==> config.mk <==
export PLATFORM = sky130hd
export DESIGN_NAME = timed_event_scheduler
export DESIGN_NICKNAME = d
export VERILOG_FILES = /design/src/rtl/timed_event_scheduler.sv
export SDC_FILE = /design/constraint.sdc
export NUM_CORES = 2
export LEC_CHECK = 0
export BUFFER_PORTS_ARGS = -buffer_cell sky130_fd_sc_hd__buf_2
export CAP_MARGIN = 20
export CORE_MARGIN = 2
export CORE_UTILIZATION = 55
export CTS_CLUSTER_DIAMETER = 150
export DETAILED_ROUTE_END_ITERATION = 8
export GPL_ROUTABILITY_DRIVEN = 1
export GPL_TIMING_DRIVEN = 0
export PLACE_DENSITY = 0.74
export SYNTH_ARGS = -nofsm -noshare
export SYNTH_HDL_FRONTEND = slang
export SYNTH_SLANG_ARGS = --single-unit
export TNS_END_PERCENT = 10
==> constraint.sdc <==
create_clock -name aclk -period 29.5 [get_ports aclk]
set_input_delay 5.9 -clock aclk [delete_from_list [all_inputs] [get_ports aclk]]
set_output_delay 5.9 -clock aclk [all_outputs]
set_load 0.03 [all_outputs]
==> src/rtl/timed_event_scheduler.sv <==
// timed_event_scheduler
//   Multi-channel timestamped event scheduler. {timestamp, payload} words from
//   the AXI-Stream write path are queued in one FIFO per channel. A shared time
//   counter runs under software control. Each channel pops its head entry when
//   the head timestamp is reached (or has already passed, which counts as late),
//   and the payload is presented on that channel's output one cycle later.
//
//   Ports
//     aclk, aresetn            clock, asynchronous active-low reset
//     in_tvalid/tready/tdata   write stream, tdata = {timestamp, payload}
//     in_tdest                 target channel; values >= NUM_CH are accepted and dropped
//     ctrl_wr, ctrl_data       control strobe: bit0 run, bit1 clear counter,
//                              bit2 flush all FIFOs, bit3 clear late flags
//     out_tvalid/out_tdata     per-channel release pulse and held payload
//     cur_time, running        time counter and run state
//     late_flag                sticky per-channel late indicator
//     fifo_count               per-channel occupancy
//
//   Build option: define SCHED_LATE_DROP_EN to discard late entries instead of
//   emitting them (late_flag is set either way).
module timed_event_scheduler #(
    parameter int  NUM_CH     = 2,
    parameter int  FIFO_DEPTH = 16,
    parameter int  TS_WIDTH   = 64,
    parameter int  DATA_WIDTH = 64,
    localparam int DEST_W     = (NUM_CH > 1) ? $clog2(NUM_CH) : 1,
    localparam int AW         = $clog2(FIFO_DEPTH),
    localparam int CW         = AW + 1
) (
    input  logic                           aclk,
    input  logic                           aresetn,
    input  logic                           in_tvalid,
    output logic                           in_tready,
    input  logic [TS_WIDTH+DATA_WIDTH-1:0] in_tdata,
    input  logic [DEST_W-1:0]              in_tdest,
    input  logic                           ctrl_wr,
    input  logic [3:0]                     ctrl_data,
    output logic [NUM_CH-1:0]              out_tvalid,
    output logic [NUM_CH*DATA_WIDTH-1:0]   out_tdata,
    output logic [TS_WIDTH-1:0]            cur_time,
    output logic                           running,
    output logic [NUM_CH-1:0]              late_flag,
    output logic [NUM_CH*CW-1:0]           fifo_count
);

    logic [TS_WIDTH-1:0] cur_time_q, cur_time_d;
    logic                running_q, running_d;
    logic [NUM_CH-1:0]   full;
    logic                sel_full;
    logic                wr_fire, flush, clr_late;

    assign flush    = ctrl_wr & ctrl_data[2];
    assign clr_late = ctrl_wr & ctrl_data[3];

    // Back-pressure only from the addressed channel; out-of-range dests never stall.
    always_comb begin
        sel_full = 1'b0;
        for (int c = 0; c < NUM_CH; c++)
            if (in_tdest == DEST_W'(c)) sel_full = full[c];
    end

    // Blocking writes during ctrl_wr keeps a flush from racing a push.
    assign in_tready = ~ctrl_wr & ~sel_full;
    assign wr_fire   = in_tvalid & in_tready;

    always_comb begin
        running_d  = running_q;
        cur_time_d = cur_time_q;
        if (ctrl_wr) running_d = ctrl_data[0];
        if (ctrl_wr && ctrl_data[1]) cur_time_d = '0;
        else if (running_q)          cur_time_d = cur_time_q + TS_WIDTH'(1);
    end

    always_ff @(posedge aclk or negedge aresetn) begin
        if (!aresetn) begin
            cur_time_q <= '0;
            running_q  <= 1'b0;
        end else begin
            cur_time_q <= cur_time_d;
            running_q  <= running_d;
        end
    end

    assign cur_time = cur_time_q;
    assign running  = running_q;

    for (genvar c = 0; c < NUM_CH; c++) begin : g_ch
        logic [TS_WIDTH+DATA_WIDTH-1:0] mem_q [FIFO_DEPTH];
        logic [AW-1:0]         wptr_q, rptr_q;
        logic [CW-1:0]         cnt_q;
        logic                  vld_q, late_q;
        logic [DATA_WIDTH-1:0] dat_q;
        logic [TS_WIDTH-1:0]   head_ts;
        logic [DATA_WIDTH-1:0] head_dat;
        logic                  push, eval, due, late, emit;

        assign head_ts  = mem_q[rptr_q][TS_WIDTH+DATA_WIDTH-1:DATA_WIDTH];
        assign head_dat = mem_q[rptr_q][DATA_WIDTH-1:0];
        assign push     = wr_fire & (in_tdest == DEST_W'(c));

        // A word written this cycle is not visible at the head until next cycle,
        // since the count only updates on the clock edge.
        assign eval = running_q & (cnt_q != '0) & ~flush;
        assign due  = eval & (head_ts <= cur_time_q);
        assign late = eval & (head_ts <  cur_time_q);
`ifdef SCHED_LATE_DROP_EN
        assign emit = due & ~late;
`else
        assign emit = due;
`endif

        always_ff @(posedge aclk) begin
            if (push) mem_q[wptr_q] <= in_tdata;
        end

        always_ff @(posedge aclk or negedge aresetn) begin
            if (!aresetn) begin
                wptr_q <= '0;
                rptr_q <= '0;
                cnt_q  <= '0;
                vld_q  <= 1'b0;
                dat_q  <= '0;
                late_q <= 1'b0;
            end else begin
                if (flush) begin
                    wptr_q <= '0;
                    rptr_q <= '0;
                    cnt_q  <= '0;
                end else begin
                    if (push) wptr_q <= wptr_q + AW'(1);
                    if (due)  rptr_q <= rptr_q + AW'(1);
                    cnt_q <= cnt_q + CW'(push) - CW'(due);
                end
                vld_q <= emit;
                if (emit) dat_q <= head_dat;
                // A late detection in the clearing cycle still leaves the flag set.
                late_q <= (late_q & ~clr_late) | late;
            end
        end

        assign full[c]                                = (cnt_q == CW'(FIFO_DEPTH));
        assign out_tvalid[c]                          = vld_q;
        assign out_tdata[c*DATA_WIDTH +: DATA_WIDTH]  = dat_q;
        assign late_flag[c]                           = late_q;
        assign fifo_count[c*CW +: CW]                 = cnt_q;
    end

endmodule
After elaboration in Yosys (flattened, before gate mapping)
Memory sizes are Yosys's and may differ from the RTL's.
Cells that the tools add are included.
{ "op_classes": {"addsub": 9, "n_shift": 0, "magnitude_cmp": 4, "eq_ne": 2, "n_mul": 0, "reduce_logical": 8, "muxes": 17, "n_bitwise": 23, "div_mod_pow": 0} }
{ "ops": {"columns": ["cell", "count"], "rows": [
  ["64-bit <= comparator", 2],
  ["64-bit < comparator", 2],
  ["64-bit two-way mux", 2],
  ["64-bit by 1-bit adder with 64-bit output, second input constant", 1],
  ["4-bit two-way mux", 8],
  ["4-bit by 1-bit adder with 4-bit output, second input constant", 4],
  ["1-bit bitwise AND", 16],
  ["5-bit by 1-bit adder with 5-bit output", 2],
  ["5-bit equality test, second input constant", 2],
  ["5-bit two-way mux", 2],
  ["2-bit nonzero test", 5],
  ["5-bit nonzero test", 2],
  ["5-bit by 1-bit subtractor with 5-bit output", 2],
  ["1-bit two-way mux", 5],
  ["1-bit NOT", 5],
  ["1-bit bitwise OR", 2],
  ["1-bit logical AND", 1]
]} }
{ "totals": {"n_memories": 2, "romBits": 0, "regBits": 223, "in_bits": 137, "latchBits": 0, "ram_bits": 4096} }
{ "memory_table": {"columns": ["memory", "words", "width", "rd", "rd_clocked_by_memory_dff", "wr", "line_no", "rtl"], "rows": [
  ["g_ch[0].mem_q", 16, 128, 1, 0, 1, "88", "logic [TS_WIDTH+DATA_WIDTH-1:0] mem_q [FIFO_DEPTH];"],
  ["g_ch[1].mem_q", 16, 128, 1, 0, 1, "88", null]
]} }

Depth between registers and ports, before layout
{ "logic_depth": {"word_depth": 9, "depth_mapped": 28} }

Least setup slack after synthesis
Ideal clock, no wire load.
{ "synth_timing": {"path_type": "input to register", "from": "input port ctrl_wr", "to": "memory g_ch[0].mem_q[0][0] (netlist bit), enable pin", "setup_slack_ps": 9238, "n_path_buf": 1, "arrival_ps": 19334, "path_stages": 6, "cell_sequence": "a41o_1 -> a31oi_1 -> and3b_1 -> clkbuf_1 -> inv_1 -> nor4_1"} }
{ "synth_between": {"elab_chain_cells": 6} }
{ "synth_rtl": {"columns": ["element", "line_no", "rtl"], "rows": [
  ["from (decl)", "36", "input logic ctrl_wr,"],
  ["1-bit NOT", "63", "assign in_tready = ~ctrl_wr & ~sel_full;"],
  ["1-bit bitwise AND", "63", null],
  ["via in_tready", "33", "output logic in_tready,"],
  ["1-bit bitwise AND", "64", "assign wr_fire = in_tvalid & in_tready;"],
  ["1-bit bitwise AND", "99", "assign push = wr_fire & (in_tdest == DEST_W'(c));"],
  ["1-bit two-way mux", "113", "if (push) mem_q[wptr_q] <= in_tdata;"],
  ["1-bit two-way mux (implied by the code)", "113", null],
  ["to (decl)", "88", null]
]} }
The timed path passes the listed nets, and every way through them passes these cells.

Final worst setup path
{ "layout_timing": {"from": "input port ctrl_wr", "to": "output port in_tready"} }
{ "layout_between": {"elab_chain_cells": 2} }
{ "layout_rtl": {"columns": ["element", "line_no"], "rows": [
  ["1-bit NOT", "63"],
  ["1-bit bitwise AND", "63"],
  ["to (decl)", "33"]
]} }
No other way between the ends.

==> impl_metrics.json <==
{
  "hold_buffers": 0,
  "dp_hpwl_um": 287000,
  "yosys_warnings": 0,
  "dpl_cell_area_um2": 178000,
  "drtIter0Drc": 12600,
  "rr_startpoint": "g_ch[0].rptr_q[0]",
  "pre_cts_slack_ps": 16900,
  "path_clk_slew_ps": 60,
  "ys_seq_area_share_pct": 76.9,
  "crit_top_cell": "buf_2",
  "num_vias": 85200,
  "yosysTopAreaCell": "edfxtp_1",
  "start_util_pct": 55.3,
  "ctsHtreeMaxLevel": 5,
  "worstSetupPathType": "in -> out",
  "detail_route.vias_per_cell": 6.70,
  "gp_congestion": 0.871,
  "setup_viol_count_final": 0,
  "r2r_cells": 23,
  "multi_input_area_um2": 36700,
  "cts_sinks": 4319,
  "cts_root_buf": "clkbuf_16",
  "drv_cap": 0,
  "grtUsageTotal_pct": 29.3,
  "grt_pass1_wl_um": 634000,
  "slowest_stage": "buf_2",
  "drt_wl_total_um": 454000,
  "hold_path_startpoint": "g_ch[0].dat_q[7]",
  "worstPathMaxFanout": 6,
  "ys_types": 74,
  "drc": 0,
  "utilization_pct": 63.3,
  "worst_ep_arrival_time_ps": 6690,
  "hp-class": "reg -> reg",
  "netlist.area_leader.share_pct": 73.6,
  "crit_buf_inv": 2,
  "ys.flop_type": "edfxtp_1",
  "min_period_over_period_pct": 42.7,
  "max_freq_ghz": 0.0794,
  "hold_viol": 0,
  "end_kind": "primary output",
  "worstSetupStartpointType": "input pin",
  "power.density_nw_per_um2": 83.2,
  "seqCellArea_um2": 129000,
  "drt_pass1_iterations": 6,
  "grt_max_degree": 90,
  "overflow": 0,
  "ir_drop_v": 0.0000819,
  "crit_required_ps": 23600,
  "synthArstFlopShare_pct": 5.16,
  "drv_slew": 0,
  "postSynthAreaPerCell_um2": 22.7,
  "cts_tree": "done",
  "io_buffers": 344,
  "clock_skew_ps": 60.0,
  "core_area_um2": 303000,
  "tightest_slew_ps": 1210,
  "area_delta_synth_final_pct": 14.5,
  "rows": 202,
  "critPathTopFamily": "compound AO/OA/AOI/OAI gates",
  "min_path_cells": 1,
  "rsz0062_at_grt": "false",
  "hold-worst-slack_ps": 501,
  "ant_nets": 0,
  "antenna_found_initial": 54,
  "die_w_um": 555,
  "ys_seq_elements": 4319,
  "clock_latency_ps": 930,
  "final_area_um2": 191000,
  "critPathLaunch": "ctrl_wr",
  "outcome": "completed",
  "final.min_clock_period_ps": 12590,
  "numCtsBuffers": 416,
  "cts_resized": 0,
  "critical_path_depth": 4,
  "syn_inst": 7354,
  "die-area_um2": 308000,
  "final.setup.worst_slack_ps": 16910,
  "p_leak_nw": 61.4,
  "fp.dieH_um": 555,
  "synth_edf_count": 4096,
  "num-nets-final": 8667,
  "wire_per_inst_um": 35.7,
  "fillers": 19300,
  "drive_above_1_share_pct": 30.4,
  "cts_buffer_depth": 4,
  "syn_nets": 7644,
  "grt_pass1_vias": 84800,
  "postCtsSetupRepairBufs": 0,
  "io_pins": 345,
  "relSlewSlack_pct": 19.1,
  "synth_area_um2": 167000,
  "yosys-top-cells-area": "edfxtp_1 (74%), mux4_2 (15%), dfrtp_1 (3.3%)",
  "path_cells": "buf_2 -> a41o_1 -> a31oi_1 -> buf_2",
  "max_stage_delay_ps": 240
}
path summary, 6_finish.rpt:
| path | endpoint | slack (ps) |
|---|---|---|
| setup / recovery | in_tready | 16910 |
| hold / removal | g_ch[0].dat_q[7] | 500 |
| setup reg to reg | g_ch[0].cnt_q[4] | 20040 |
| hold reg to reg | g_ch[0].dat_q[7] | 500 |
| max in group asynchronous | cur_time[39] | 22870 |
| min in group asynchronous | g_ch[0].dat_q[41] | 4870 |
metal layers:
layer	part of all wire (%)	vias up	global-route usage, %
met2	49	5960	47.6
met3	12	1028	6.38
met4	4.6	26	11.8
met5	0.034	-	0
li1	-	33200	-
met1	35	45100	39.1
placed cells by master, fill, tap and decap left out, drive strengths merged, types with 14 or more instances in the layout:
cell type and count:
clkbuf 748, clkinvlp 14, nand2 130, a21oi 135
dfrtp 223, a221oi 68, nor3 18, a22oi 62
and2 37, nand4 48, clkinv 140, diode 22
ha 151, and4 15, mux4 1095, nor2 90
o21ai 156, xnor2 59, buf 787, inv 99
mux2 191, nor4 18, mux2i 190, nand3 31
edfxtp 4096, bufinv 33
where the power goes:
group	total, W	switching, W	internal [W]	leakage, nW
combinational	0.00373	0.00215	0.00158	15.4
clock	0.00522	0.00223	0.00299	6.42
sequential	0.00698	0.000122	0.00686	39.7
sequential cells by signal, indices dropped and copies added, names as in the netlist:
| signal | cells |
|---|---|
| cur_time | 64 |
| g_ch.cnt_q | 10 |
| g_ch.dat_q | 128 |
| g_ch.late_q | 2 |
| g_ch.mem_q | 4096 |
| g_ch.rptr_q | 8 |
| g_ch.vld_q | 2 |
| g_ch.wptr_q | 8 |
| running | 1 |
cells by family after synthesis:
logic type	Yosys count	synth area share, %
buffers and inverters	452	1.20
AOI/OAI and AO/OA	459	1.70
adders and majority gates	153	1.15
xor gates and xnor gates	65	0.341
DFF	4319	76.9
and+or+nand+nor	430	1.38
muxes	1476	17.3
cells in the mapped netlist, types with 3 or more instances:
| cell type | number |
|---|---|
| a221oi_1 | 67 |
| a22oi_1 | 62 |
| nor4_2 | 4 |
| o211ai_1 | 7 |
| mux2_2 | 137 |
| and4_1 | 12 |
| mux2_4 | 54 |
| xnor2_1 | 59 |
| buf_12 | 3 |
| buf_2 | 91 |
| nor3_1 | 17 |
| a211oi_1 | 5 |
| and3_2 | 4 |
| and2_1 | 37 |
| clkbuf_1 | 177 |
| nor2b_1 | 5 |
| edfxtp_1 | 4096 |
| nor2_1 | 90 |
| nand4_1 | 44 |
| mux4_2 | 1095 |
| buf_1 | 57 |
| nand3_1 | 29 |
| o21ai_0 | 154 |
| a21o_1 | 11 |
| nand2_1 | 129 |
| and3_1 | 6 |
| ha_1 | 151 |
| buf_6 | 7 |
| mux2i_1 | 190 |
| xor2_1 | 6 |
| nor4_1 | 13 |
| buf_4 | 24 |
| inv_1 | 92 |
| a21oi_1 | 133 |
| nor3b_1 | 3 |
| or3_1 | 11 |
| a31oi_1 | 3 |
| dfrtp_1 | 223 |
worst register-to-register path, cell delays in order, from the launching register on:
cell	delay (ps)
dfrtp_1	730
buf_2	940
buf_2	760
buf_1	870
mux4_2	640
mux4_2	580
ha_1	340
nand4_1	170
nor4_2	800
and4_1	430
a221oi_2	160
a21oi_2	260
buf_8	210
buf_6	310
buf_6	370
inv_1	120
ha_1	300
inv_1	40
ha_1	200
fa_1	440
a21oi_1	180
nor2_1	60
or3_1	340
a21oi_1	140
final cells by class:
| cell class | instances | area share [%] |
|---|---|---|
| Sequential cell | 4319 | 67.2 |
| Multi-Input combinational cell | 2583 | 19.2 |
| Clock buffer | 570 | 5.96 |
| Timing Repair Buffer | 605 | 3.09 |
| Tap cell | 3978 | 2.60 |
| Clock inverter | 194 | 0.942 |
| Buffer | 360 | 0.877 |
| Inverter | 92 | 0.180 |
| Antenna cell | 22 | 0.0288 |
through the flow:
step | power [W] | cells | TNS [ps]
floorplan | 0.00941 | 7354 | 0
global placement | 0.0106 | 11700 | -3543820
detailed placement | 0.0107 | 11900 | 0
CTS | 0.0159 | 12700 | 0
global route | 0.0164 | 12700 | 0
finish | 0.0159 | 12700 | 0
No activity file was read; power rests on OpenSTA's default activity.
